$ cat src/rtl/aes_pkg.sv
// Shared helpers for the AES ShiftRows datapath: row offsets, byte placement,
// legal block widths and the elastic-buffer state encoding.
package aes_pkg;

    typedef enum logic [1:0] {
        BUF_EMPTY = 2'd0,
        BUF_ONE   = 2'd1,
        BUF_FULL  = 2'd2
    } buf_state_t;

    // Rijndael allows 4, 6 or 8 state columns in this datapath.
    function automatic bit nb_legal(input int unsigned nb);
        return (nb == 4) || (nb == 6) || (nb == 8);
    endfunction

    // Row rotation amount; the 8-column block skips offset 2.
    function automatic int unsigned row_offset(input int unsigned nb, input int unsigned row);
        if (nb == 8 && row >= 2)
            return row + 1;
        return row;
    endfunction

    // MSB position of byte k = 4*col + row; byte 0 sits at the top of the vector.
    function automatic int unsigned byte_msb(input int unsigned nb, input int unsigned col,
                                             input int unsigned row);
        return 32 * nb - 1 - 8 * (4 * col + row);
    endfunction

endpackage

$ cat src/rtl/aes_shift_rows_perm.sv
// Combinational ShiftRows / InvShiftRows byte permutation for an NB-column state.
module aes_shift_rows_perm
    import aes_pkg::*;
#(
    parameter int unsigned NB = 4
) (
    input  logic [32*NB-1:0] data,
    input  logic             inv,
    output logic [32*NB-1:0] permuted
);

    for (genvar c = 0; c < NB; c++) begin : g_col
        for (genvar r = 0; r < 4; r++) begin : g_row
            localparam int unsigned OFF     = row_offset(NB, r);
            localparam int unsigned SRC_FWD = (c + OFF) % NB;
            localparam int unsigned SRC_INV = (c + NB - OFF) % NB;
            localparam int unsigned DST_MSB = byte_msb(NB, c, r);
            localparam int unsigned FWD_MSB = byte_msb(NB, SRC_FWD, r);
            localparam int unsigned INV_MSB = byte_msb(NB, SRC_INV, r);

            assign permuted[DST_MSB -: 8] = inv ? data[INV_MSB -: 8] : data[FWD_MSB -: 8];
        end
    end

endmodule

$ cat src/rtl/aes_shift_rows_pipe.sv
// Handshaked ShiftRows / InvShiftRows stage: permutes on entry, then holds up to
// two blocks (head register + skid entry) with their direction bit and tag.
module aes_shift_rows_pipe
    import aes_pkg::*;
#(
    parameter int unsigned NB    = 4,
    parameter int unsigned TAG_W = 4
) (
    input  logic               clk,
    input  logic               reset,
    input  logic               in_valid,
    output logic               in_ready,
    input  logic [32*NB-1:0]   in_data,
    input  logic               in_inv,
    input  logic [TAG_W-1:0]   in_tag,
    output logic               out_valid,
    input  logic               out_ready,
    output logic [32*NB-1:0]   out_data,
    output logic               out_inv,
    output logic [TAG_W-1:0]   out_tag,
    output logic [1:0]         occupancy
);

    localparam int unsigned W = 32 * NB;

    if (!nb_legal(NB)) begin : g_bad_nb
        $error("aes_shift_rows_pipe: NB must be 4, 6 or 8");
    end

    typedef struct packed {
        logic [W-1:0]     data;
        logic             inv;
        logic [TAG_W-1:0] tag;
    } entry_t;

    buf_state_t   state_q, state_d;
    entry_t       head_q, head_d;
    entry_t       skid_q, skid_d;
    entry_t       in_entry;
    logic [W-1:0] data_gated;
    logic [W-1:0] data_perm;
    logic         in_xfer;
    logic         out_xfer;

    // Gate idle input so unknown data never reaches the permutation or buffer.
    assign data_gated = in_valid ? in_data : '0;

    aes_shift_rows_perm #(
        .NB (NB)
    ) u_perm (
        .data     (data_gated),
        .inv      (in_inv),
        .permuted (data_perm)
    );

    always_comb begin
        in_entry      = '0;
        in_entry.data = data_perm;
        in_entry.inv  = in_inv;
        in_entry.tag  = in_tag;
    end

    assign in_ready  = (state_q != BUF_FULL);
    assign out_valid = (state_q != BUF_EMPTY);
    assign in_xfer   = in_valid & in_ready;
    assign out_xfer  = out_valid & out_ready;

    always_comb begin
        occupancy = 2'd0;
        case (state_q)
            BUF_ONE:  occupancy = 2'd1;
            BUF_FULL: occupancy = 2'd2;
            default:  occupancy = 2'd0;
        endcase
    end

    always_comb begin
        state_d = state_q;
        head_d  = head_q;
        skid_d  = skid_q;
        case (state_q)
            BUF_EMPTY: begin
                if (in_xfer) begin
                    head_d  = in_entry;
                    state_d = BUF_ONE;
                end
            end
            BUF_ONE: begin
                case ({in_xfer, out_xfer})
                    2'b10: begin
                        skid_d  = in_entry;
                        state_d = BUF_FULL;
                    end
                    2'b01: state_d = BUF_EMPTY;
                    2'b11: head_d = in_entry;
                    default: ;
                endcase
            end
            BUF_FULL: begin
                if (out_xfer) begin
                    head_d  = skid_q;
                    state_d = BUF_ONE;
                end
            end
            default: state_d = BUF_EMPTY;
        endcase
    end

    always_ff @(posedge clk) begin
        if (reset) begin
            state_q <= BUF_EMPTY;
            head_q  <= '0;
            skid_q  <= '0;
        end else begin
            state_q <= state_d;
            head_q  <= head_d;
            skid_q  <= skid_d;
        end
    end

    assign out_data = head_q.data;
    assign out_inv  = head_q.inv;
    assign out_tag  = head_q.tag;

endmodule

$ cat config.mk
export PLATFORM = sky130hd
export DESIGN_NAME = aes_shift_rows_pipe
export DESIGN_NICKNAME = d
export VERILOG_FILES = /design/src/rtl/aes_pkg.sv /design/src/rtl/aes_shift_rows_perm.sv /design/src/rtl/aes_shift_rows_pipe.sv
export SDC_FILE = /design/constraint.sdc
export NUM_CORES = 1
export LEC_CHECK = 0
export ABC_AREA = 1
export CORE_ASPECT_RATIO = 0.5
export CORE_UTILIZATION = 45
export DETAILED_ROUTE_END_ITERATION = 12
export PLACE_DENSITY = 0.8
export RECOVER_POWER = 25
export SYNTH_ARGS = -nofsm -noshare
export SYNTH_HDL_FRONTEND = slang
export SYNTH_SLANG_ARGS = --single-unit
$ cat constraint.sdc
create_clock -name clk -period 2.7 [get_ports clk]
set_clock_uncertainty 0.2 [all_clocks]
set_input_delay 0.54 -clock clk [delete_from_list [all_inputs] [get_ports clk]]
set_output_delay 0.54 -clock clk [all_outputs]
set_load 0.02 [all_outputs]
* After elaboration in Yosys (flattened, before gate mapping)
Cells that the tools add are included.
** Storage, ports and cells
- Register bits after elaboration :: 268
- Bits in latches :: 0
- RAM bits :: 0
- Memory bits (read-only) :: 0
- Bits of input ports :: 137
- Memories :: 0
** Operators by class
- Add/sub/neg operators :: 0
- $mul :: 0
- Divide/modulo/power cells :: 0
- Magnitude comparators :: 0
- Eq/ne operators :: 10
- Shifts and indexed selects :: 0
- Multiplexer cells :: 18
- Bitwise logic cells :: 2
- Reductions and logical operators :: 6
** Operator list (number)
- 133-bit two-way mux :: 3
- 133-bit one-hot mux with 3 select lines :: 1
- 128-bit two-way mux :: 1
- 8-bit two-way mux :: 8
- 2-bit one-hot mux with 2 select lines :: 2
- 2-bit equality test, second input constant :: 3
- 2-bit != test, second input constant :: 3
- 2-bit one-hot mux with 3 select lines :: 1
- 2-bit by 1-bit equality test with 1-bit output, second input constant :: 2
- 2-bit two-way mux :: 2
- 4-bit AND reduction :: 1
- 3-bit by 2-bit != test with 1-bit output, second input constant :: 1
- 3-bit AND reduction :: 1
- 3-bit nonzero test :: 1
- 1-bit AND :: 2
- 2-bit logical NOT :: 1
- 2-bit by 1-bit != test with 1-bit output, second input constant :: 1
- 2-bit AND reduction :: 1
- 2-bit nonzero test :: 1

* Depth between registers and ports, before layout
Gate-level depths: netlist of the first run.
- Depth in word-level cells :: 5
- Depth in mapped cells :: 15
- Mapped depth without buffers :: 11

* Modules after synthesis
From an unflattened synthesis of the first run, not the netlist that was laid out.
** Unflattened totals
- Cell total of the unflattened synthesis :: 2705
- Area, all modules :: 15297.2 um^2
** Modules (own cells, without submodules)
- aes_shift_rows_pipe :: instances 1, cells each 2435, area each 13972.2 um^2
- aes_shift_rows_perm :: instances 1, cells each 270, area each 1325.0 um^2

* Least setup slack after synthesis of the first run
Ideal clock, no wire load.
- Path type :: input to register
- From :: input in_valid
- To :: register skid_q[125] (netlist bit)
- Arrival :: 1.860 ns
- Slack :: 0.512 ns
- Stages on the path :: 10
- Buffers on the path :: 4
- Path through :: buf_2 > buf_2 > nand2_1 > inv_1 > ha_1 > inv_1 > nor2_1 > buf_2 > clkbuf_1 > a21oi_1
** On the way
- Word-level cells in the longest chain between the ends :: 3
** RTL lines
- start, declared :: line aes_shift_rows_pipe.sv:11 : input logic in_valid,
- 1-bit AND :: line aes_shift_rows_pipe.sv:65 : assign in_xfer = in_valid & in_ready;
- 2-bit equality test :: line aes_shift_rows_pipe.sv:89 : case ({in_xfer, out_xfer})
- 2-bit AND reduction (no source line)
- end signal, assigned :: line aes_shift_rows_pipe.sv:117 : skid_q <= skid_d;
- end, declared :: line aes_shift_rows_pipe.sv:38 : entry_t skid_q, skid_d;
Several ways; a longest one is shown, not always the timed one.
A chain may end at the register's enable or synchronous reset.

* Final worst setup path of the first run
- From :: register state_q[0]
- To :: output in_ready
** On the way
- Word-level cells in the longest chain between the ends :: 1
** RTL lines
- start, declared :: line aes_shift_rows_pipe.sv:36 : buf_state_t state_q, state_d;
- start signal, assigned :: line aes_shift_rows_pipe.sv:115 : state_q <= state_d;
- 2-bit != test :: line aes_shift_rows_pipe.sv:63 : assign in_ready = (state_q != BUF_FULL);
- end, declared :: line aes_shift_rows_pipe.sv:12 : output logic in_ready,
No other way between the ends.

==> results of run 1 <==
## through the flow
step | instances | hold WS [ns]
floorplan | 2079 | 0.2245
global placement | 2632 | 0.2315
detailed placement | 2632 | 0.2372
CTS | 2676 | 0.2411
global route | 2676 | 0.2663
finish | 2677 | 0.2458
## power by group through the flow
stage          combinational (mW)  sequential [mW]  clock, mW
2_1_floorplan                2.78             5.88          0
3_3_place_gp                 5.60             5.26          0
3_5_place_dp                 5.69             5.27          0
4_1_cts                      5.72             5.20       3.56
5_1_grt                      6.27             5.29       3.72
6_report                     5.64             5.20       3.49
## state kept, by name (all words and copies together), names as in the netlist
register,count
out_tag,4
skid_q,133
out_data,128
state_q,2
out_inv,1
## layout make-up
class,instances,area share
clock inverter,8,0.002610
clock buffer,36,0.04452
multi-input combinational,1475,0.3638
antenna,1,0.0001492
sequential,268,0.3199
timing repair buffer,315,0.1973
tap,382,0.02849
inverter,192,0.04325
## timing repair
| action | 4_1_cts | 5_1_grt |
|---|---|---|
| resized for setup | 3 | 0 |
| hold endpoints to repair | 0 | 0 |
| endpoints found under the setup margin | 3 | 0 |
| hold buffers | 0 | 0 |
## cells in the final DEF (no fill, tap or decap), types with 3 or more instances in the layout
cell	synthesis	final
sky130_fd_sc_hd__a21oi_1	136	136
sky130_fd_sc_hd__buf_12	0	22
sky130_fd_sc_hd__buf_4	4	16
sky130_fd_sc_hd__clkbuf_1	59	4
sky130_fd_sc_hd__clkbuf_16	0	25
sky130_fd_sc_hd__clkbuf_8	0	8
sky130_fd_sc_hd__clkdlybuf4s50_1	0	265
sky130_fd_sc_hd__clkinv_2	0	7
sky130_fd_sc_hd__dfxtp_1	268	267
sky130_fd_sc_hd__dlygate4sd3_1	0	4
sky130_fd_sc_hd__ha_1	3	3
sky130_fd_sc_hd__inv_1	189	189
sky130_fd_sc_hd__nand2_1	730	729
sky130_fd_sc_hd__nand3_1	69	70
sky130_fd_sc_hd__nor2_1	332	331
sky130_fd_sc_hd__o21ai_0	185	185
sky130_fd_sc_hd__o21ai_1	17	17
## worst max-delay path: cells and delay by family, from the launching register on
kind                   cells  cell delay (ns)
AND/OR/NAND/NOR            1             0.17
buffers and inverters      2             0.73
flip-flops                 1             0.42
## layer usage
metal	track usage	vias to the layer above
li1	-	6787
met1	0.3002	5920
met2	0.4260	333
met3	0.03003	90
met4	0.09873	0
met5	0	-
## worst paths after layout
| check | end | slack, ns | depth (start not counted) |
|---|---|---|---|
| max | in_ready | 0.09 | 3 |
| min | skid_q[0]$_SDFFE_PP0P_ | 0.25 | 2 |
| max reg2reg | skid_q[1]$_SDFFE_PP0P_ | 0.25 | 9 |
| min reg2reg | skid_q[0]$_SDFFE_PP0P_ | 0.25 | 2 |
## logic make-up after synthesis
group                      after synthesis
adders and majority gates                3
DFF                                    268
and+or+nand+nor                       1134
AOI/OAI and AO/OA                      338
buffers and inverters                  336
==> run_results.csv, run 1 <==
group,metric,value,unit
status,run_status,"complete, no violations",
power,clockPowerShare,0.243,
floorplan,die_y,121.3,um
clock_tree,number_of_buffers_inserted_during_clock_tree_synthesis,25,
floorplan,initial_core_util,0.4606,
clock_tree,root_buffer,"sky130_fd_sc_hd__clkbuf_16",
critical_path,endpoint_kind,"primary output",
synth,post_synth_xor_xnor_area,0,
power,power.share.switching,0.3731,
place,post_dp_cell_area,16050,um2
detailed_routing,dr_wl_met2,17.52,mm
synth,synth_seq_area_share,0.4187,
synth,synth_mux_area_frac,0,
worst_hold_path,worst_hold_startpoint,"skid_q[0]$_SDFFE_PP0P_",
timing,setup_slack,0.09446,ns
global_routing,grt_max_degree,151,
power,leak_pwr,7.820,nW
timing,timing.final.crit_period,2.606,ns
power,power,14.33,mW
floorplan,die_width,240.6,um
clock_tree,tritoncts,"built",
flow_run,cap_viol_max_count,0,
floorplan,pin_count,274,
synth,synth_ff_type,"sky130_fd_sc_hd__dfxtp_1",
power,ir_drop,489.1,uV
timing,timing.slew.headroom,0.5563,
cells_and_area,sequential_cell_area,5366,um2
clock_tree,cts-htree-levels,1,
detailed_routing,drt.antenna.violating_nets,0,
place,gp_congestion,0.8961,
synth,net_count_after_synthesis,2219,
synth,yosys_warnings,0,
critical_path,timing.critical_path.slowest_cell_delay,0.64,ns
power,cell_internal_pwr,8.983,mW
power,power.net_switching,5.346,mW
timing,finalSetupViolCount,0,
clock_tree,clock_transition_time_at_the_flip_flop_clock_pins_of_the_worst_setup_and_hold_paths,0.07,ns
place,dp_slack,0.03568,ns
power,seqPwrFrac,0.363,
synth,asyncSetResetFlopFracSynth,0,
synth,syn-instance-count,2079,
synth,synth-simple-area-share,0.3398,
synth,number_of_synthesized_flops_with_an_enable_pin,0,
critical_path,crit_arrival,1.87,ns
synth,synth_adder_area_share,0.002930,
synth,netlist.top_cell.by_area,"sky130_fd_sc_hd__dfxtp_1",
detailed_routing,first_pass_iters,6,
detailed_routing,routed-wl-met3,1.623,mm
synth,average_size_of_a_mapped_cell,6.163,um2
power,power_per_cell_area,854.1,nW/um2
critical_path,r2r-start,"state_q[1]$_SDFFE_PP0P_",
cells_and_area,finalNetCount,2417,
worst_hold_path,min-delay-path-class,"reg2reg",
clock_tree,clock_latency_on_the_worst_skew_pair,0.54,ns
timing,achievable-frequency,383.8,MHz
detailed_routing,drt_drc_violations_left,0,
critical_path,crit_path_top_delay_cell,"sky130_fd_sc_hd__clkdlybuf4s50_1",
detailed_routing,wirelength,36.16,mm
global_routing,grt_antenna_before_repair,0,
detailed_routing,first_iter_violations,1049,
critical_path,crit_path_start_kind,"flip-flop",
critical_path,critical_path.cell_chain,"inv_2 > nand2_4 > clkdlybuf4s50_1",
detailed_routing,m1WireLength,15.48,mm
clock_tree,post_cts_setup_inserts,0,
floorplan,die-area,29190,um2
detailed_routing,top_layer_used,"met4",
global_routing,first_global_vias,11713,
global_routing,grt_overflow,0,
floorplan,floorplan.rows,43,
synth,yosysMostFrequentCell,"sky130_fd_sc_hd__nand2_1",
detailed_routing,wl_per_cell,13.51,um
floorplan,core_area,27820,um2
global_routing,wire_length_of_the_first_global_routing_pass,57.62,mm
place,portBuffers,273,
timing,final_hold_viol_count,0,
synth,postSynthRegisterBits,268,
critical_path,worstSetupPathType,"reg2out",
synth,synth_compound_area_frac,0.1320,
clock_tree,ctsLongestPathBuffers,3,
critical_path,worstPathRequired,1.96,ns
synth,synthTopCellsByArea,"sky130_fd_sc_hd__dfxtp_1 (42%), sky130_fd_sc_hd__nand2_1 (21%), sky130_fd_sc_hd__nor2_1 (9.7%)",
global_routing,grt_usage,0.2421,
cells_and_area,multi_input_comb_area,6103,um2
clock_tree,cts.sink_count,268,
synth,netlist.area_leader.share,0.4188,
cells_and_area,final_design_area_no_fill,16780,um2
timing,rsz0062_at_grt,"no",
synth,syn-cell-area,12810,um2
timing,setup_total_negative_slack,0,ns
detailed_routing,vias_per_cell,4.905,
timing,layout_worst_path_cycle_share,0.9650,
cells_and_area,n_fill_cell,2624,
place,dpl.hpwl,23.75,mm
timing,timing_max_transition_violations_final,0,
critical_path,critPathLaunch,"state_q[0]$_SDFFE_PP0P_",
cells_and_area,syn_to_final_growth,30.95,%
cells_and_area,post_route_cells_drive_above_1_share,0.04010,
power,power_frac_comb,0.394,
timing,transition_time_at_the_pin_with_the_least_slew_margin,0.6655,ns
cells_and_area,finalCoreUtilization,0.6032,
synth,post_synth_num_cell_types,18,
synth,combinational_family_with_the_most_area_after_synthesis,"simple AND/OR/NAND/NOR gates",
synth,synth_commonest_cells,"sky130_fd_sc_hd__nand2_1 (730), sky130_fd_sc_hd__nor2_1 (332), sky130_fd_sc_hd__dfxtp_1 (268), sky130_fd_sc_hd__inv_1 (189), sky130_fd_sc_hd__o21ai_0 (185)",
detailed_routing,routed-via-count,13130,
critical_path,worst-path-max-fanout,7,
Note: power is estimated with default switching activity, not from simulation.
==> run 2: changes to the inputs <==
--- a/config.mk
+++ b/config.mk
@@ -11,6 +11,7 @@
 export DETAILED_ROUTE_END_ITERATION = 12
 export PLACE_DENSITY = 0.8
 export RECOVER_POWER = 25
+export SETUP_SLACK_MARGIN = 0.02
 export SYNTH_ARGS = -nofsm -noshare
 export SYNTH_HDL_FRONTEND = slang
 export SYNTH_SLANG_ARGS = --single-unit
==> results of run 2 <==
The final DEF is identical to that of run 1; final timing and power are the same.
